$ cat config.mk
export PLATFORM = sky130hd
export DESIGN_NAME = spi_master
export DESIGN_NICKNAME = d
export VERILOG_FILES = /design/src/rtl/spi_pkg.sv /design/src/rtl/spi_master.sv
export SDC_FILE = /design/constraint.sdc
export NUM_CORES = 1
export LEC_CHECK = 0
export ABC_AREA = 1
export CELL_PAD_IN_SITES_DETAIL_PLACEMENT = 0
export CELL_PAD_IN_SITES_GLOBAL_PLACEMENT = 1
export CORE_ASPECT_RATIO = 1.5
export CORE_MARGIN = 3
export CORE_UTILIZATION = 37
export DETAILED_ROUTE_END_ITERATION = 10
export GPL_TIMING_DRIVEN = 0
export PLACE_DENSITY_LB_ADDON = 0.3
export RECOVER_POWER = 25
export SLEW_MARGIN = 25
export SYNTH_ARGS = -nofsm -noshare
export SYNTH_HDL_FRONTEND = slang
export SYNTH_SLANG_ARGS = --single-unit
export TNS_END_PERCENT = 50
$ cat constraint.sdc
create_clock -name clock -period 2.65 [get_ports clock]
set_input_delay 0.265 -clock clock [delete_from_list [all_inputs] [get_ports clock]]
set_output_delay 0.265 -clock clock [all_outputs]
set_load 0.01 [all_outputs]
$ cat src/rtl/spi_pkg.sv
// spi_pkg: shared SPI master types and constants
package spi_pkg;
  typedef enum logic {IDLE, SHIFT} state_t;
  localparam int BITS = 8;
  localparam int HALVES = 16;
  localparam logic IDLE_MOSI = 1'b1;
endpackage

$ cat src/rtl/spi_master.sv
// spi_master: SPI mode-0 byte master with software chip select
module spi_master
  import spi_pkg::*;
#(
  parameter logic CSRST = 1'b1
) (
  input  logic            clock,
  input  logic            reset,
  input  logic            ce,
  input  logic            tx,
  input  logic            rx,
  input  logic [BITS-1:0] d,
  output logic [BITS-1:0] q,
  output logic            busy,
  input  logic            csWr,
  input  logic            csD,
  output logic            cs,
  output logic            ck,
  output logic            mosi,
  input  logic            miso
);
  state_t          state;
  logic [3:0]      cnt;
  logic [BITS-1:0] sr;
  logic            bit_hold;
  always_ff @(posedge clock) begin
    if (reset) begin
      state    <= IDLE;
      cnt      <= '0;
      sr       <= '1;
      bit_hold <= 1'b1;
      ck       <= 1'b0;
      mosi     <= IDLE_MOSI;
      busy     <= 1'b0;
      q        <= '1;
      cs       <= CSRST;
    end else begin
      if (csWr) cs <= csD;
      if (state == IDLE) begin
        if (tx || rx) begin
          sr    <= tx ? d : '1;
          mosi  <= tx ? d[BITS-1] : IDLE_MOSI;
          cnt   <= '0;
          busy  <= 1'b1;
          state <= SHIFT;
        end
      end else if (ce) begin
        cnt <= cnt + 1'b1;
        if (!cnt[0]) begin
          ck       <= 1'b1;
          bit_hold <= miso;
        end else begin
          ck   <= 1'b0;
          sr   <= {sr[BITS-2:0], bit_hold};
          mosi <= sr[BITS-2];
          if (cnt == 4'(HALVES - 1)) begin
            state <= IDLE;
            busy  <= 1'b0;
            q     <= {sr[BITS-2:0], bit_hold};
            mosi  <= IDLE_MOSI;
          end
        end
      end
    end
  end
endmodule

==> summary.txt <==
Setup path
  • R2R cell count: 7
  • CP delay by family, top: simple AND/OR/NAND/NOR gates
  • Worst-path maximum fanout: 9
  • Launch point of the critical path: ce
  • Worst path most repeated cell: nand2_1
  • Buffers & Inverters on Critical Path: 3
  • Critical path launch point type: input port
  • WS Path Type: in -> reg
  • Reg-to-Reg End: sr[6]
  • Reg2reg setup slack: ~1100 ps
  • Critical path required time: 2800 ps
  • Reg-to-Reg Start: state
  • Critical Path AT: about 1900 ps
  • Max incr delay on CP: approximately 520 ps
  • Critical path's slowest cell: dlygate4sd3_1
  • Worst path cell trace: dlygate4sd3_1, nand2_1, nor2_1, inv_1, nand2_1, inv_4, nand2_1, nand3_1
  • Worst setup EP type: flip-flop

Flow run
  • Max cap viols: 0

Timing
  • Relative slew slack: 0.749
  • Post-layout minimum cycle time: between 1500 and 2000 ps
  • RSZ-0062 raised after global routing: no
  • Max Slew Vio Count: 0
  • Clk_skew: between 6 and 7 ps
  • Final setup vio count: 0
  • Worst-Margin Slew: between 300 and 400 ps
  • Max Clock Freq: 581 MHz
  • Final hold vios: 0
  • Worst Hold Slack: about 260 ps
  • Setup TNS: 0 ps
  • Final period util: 0.650

Floorplan
  • I/O pin cnt: 28
  • Initial core utilization: 0.390
  • Core area: 2910 µm²
  • Die X: slightly above 50 µm
  • Die Y: between 70 and 80 µm
  • Row Count: 24
  • Die area: around 3800 µm²

Final layout
  • Share of cells above drive strength 1: 0.133
  • # fillers: approximately 320
  • Antenna diode count: 0
  • Nets: ~190
  • Layout area overhead: 29.3%

GRT
  • GRT Util Overall: 0.147
  • Number of global-route vias before repair: between 900 and 1000
  • Grt ovf: 0
  • Global-route wire length before repair: between 4000 and 5000 µm
  • Largest net degree at the start of global routing: 15
  • Initial antenna violation count: 0

Power
  • Leakage: between 0.6 and 0.7 nW
  • Worst vdd ir: between 0.3 and 0.4 mV
  • Cell Pwr Density: 503 nW/µm²
  • PnR Total Power: around 740 µW

CTS
  • Clk slew on worst S/H paths: about 90 ps
  • CTS sink cnt: 25
  • CTS root buffer: clkbuf_8
  • Post-CTS Hold Fix Bufs: 0
  • Post-CTS sizing: 0
  • H-tree depth reported by CTS: 1
  • CTS tree: done
  • CTS Buf Count: 3
  • Worst skew pair latency: between 200 and 300 ps
  • Post-CTS setup buffers: 0
  • Max clock buf depth: 2

Routing
  • Post-route ant nets: 0
  • Total routed wirelength: approximately 2500 µm
  • Drt drc: 0
  • 1st-pass router iterations: 4
  • DRT iter0 DRCs: 29
  • WL/cell: around 12 µm
  • Via density: around 4.7
  • Routed vias: about 1000

Synth
  • Largest area contributor in the netlist: dfxtp_1
  • Main synth FF type: dfxtp_1
  • Mapped Avg Cell Area: between 7 and 8 µm²
  • Yosys top cell area share: 0.441
  • Distinct cells, synth: 20
  • Register area share after synthesis: 0.441
  • Synth area leaders: dfxtp_1 (44%), nand2_1 (11%), o211ai_2 (7.7%)
  • Register bit total from synthesis: 25
  • Most numerous cell in the Yosys netlist: nand2_1
  • Synth warnings: 0
  • FFs w/ async S/R, synth: 0
  • Syn Inst Count: about 140
  • Leading cell types by count after synthesis: nand2_1 (32), dfxtp_1 (25), nand3_1 (16), o21ai_0 (16), inv_1 (15)
  • Post-synth EDFFs: 0
  • Synthesized cell area: 1140 µm²
  • Net count of the mapped netlist: 160

Placement
  • Number of I/O port buffers: 26
  • GP Congestion: 0.735
  • HPWL after detailed placement: between 1500 and 2000 µm

Worst hold path
  • End of the worst hold path: cnt[0]
  • Hold depth: 2
  • Hold WC Path Type: in -> reg
  • Hold path start: reset

Outcome
  • Status: finished, final reports clean
-- cell usage in the layout, fill, tap and decap left out --
| cell type | n |
|---|---|
| nor3_1 | 1 |
| o211ai_1 | 1 |
| clkinv_2 | 1 |
| inv_1 | 15 |
| clkbuf_8 | 3 |
| nand2_1 | 34 |
| ha_1 | 1 |
| dfxtp_1 | 25 |
| clkdlybuf4s50_1 | 24 |
| o21ai_0 | 16 |
| nand3_1 | 16 |
| inv_4 | 1 |
| dlygate4sd3_1 | 2 |
| nand2_4 | 1 |
| or2_2 | 1 |
| buf_2 | 3 |
| o211ai_2 | 7 |
| a21oi_1 | 7 |
| nor2_4 | 1 |
| buf_6 | 1 |
| inv_2 | 2 |
| nand2_2 | 1 |
| nor2_1 | 8 |
| o21ai_4 | 1 |
-- through the flow --
stage / instances / utilization / setup WS [ps] / cell area [µm²]
after CTS: 212 / 0.512 / 1220 / 1490
after global routing: 212 / 0.504 / 791 / 1470
after detailed placement: 208 / 0.496 / 1080 / 1450
final: 212 / 0.504 / 928 / 1470
after global placement: 208 / 0.496 / 1100 / 1450
after floorplan: 143 / - / 1460 / 1140
-- worst reg2reg max path, delay by kind of cell, from the launching register on --
kind	cells	cell delay (ps)
buffers and inverters	2	190
flip-flops	1	380
AND/OR/NAND/NOR	5	920
-- final cells by class --
| cell class | count | area [µm²] | area share |
|---|---|---|---|
| Tap cell | 39 | 48.8 | 0.0332 |
| Multi-Input combinational cell | 96 | 517 | 0.352 |
| Timing Repair Buffer | 26 | 260 | 0.177 |
| Inverter | 18 | 70.1 | 0.0477 |
| Buffer | 4 | 26.3 | 0.0179 |
| Sequential cell | 25 | 500 | 0.341 |
| Clock buffer | 3 | 41.3 | 0.0281 |
| Clock inverter | 1 | 5.00 | 0.00341 |
-- cells by family after synthesis --
kind of cell	count (synthesis)	synth area share
AO/OA/AOI/OAI	32	0.199
adder cells (fa/ha/maj)	1	0.0110
buffers and inverters	22	0.0848
flip-flops	25	0.441
AND/OR/NAND/NOR	63	0.264
-- where the power goes --
part | internal (mW) | total (mW) | switching [mW]
Sequential | 0.394 | 0.404 | 0.00994
Combinational | 0.0497 | 0.111 | 0.0615
Clock | 0.105 | 0.225 | 0.120
Total | 0.549 | 0.740 | 0.191
-- registers in the layout, indices dropped and copies added, names as in the netlist --
register,count
bit_hold,1
busy,1
ck,1
cnt,4
cs,1
mosi,1
q,8
sr,7
state,1
-- worst max-delay path by stage --
stage	depth (start not counted)	endpoint	slack (ps)
after floorplan	7	q[2]	1460
after global placement	7	q[2]	1100
after detailed placement	7	q[2]	1080
after CTS	1	mosi	1220
after global routing	8	sr[4]	790
final	8	sr[6]	930
-- metal layers --
layer,global-route usage,up-vias,share of wire
met5,0,-,0
met4,0.0525,0,0.0067
met3,0.0284,2,0.048
met2,0.250,22,0.50
met1,0.182,441,0.44
li1,-,526,-
Note: power is estimated with default switching activity, not from simulation.
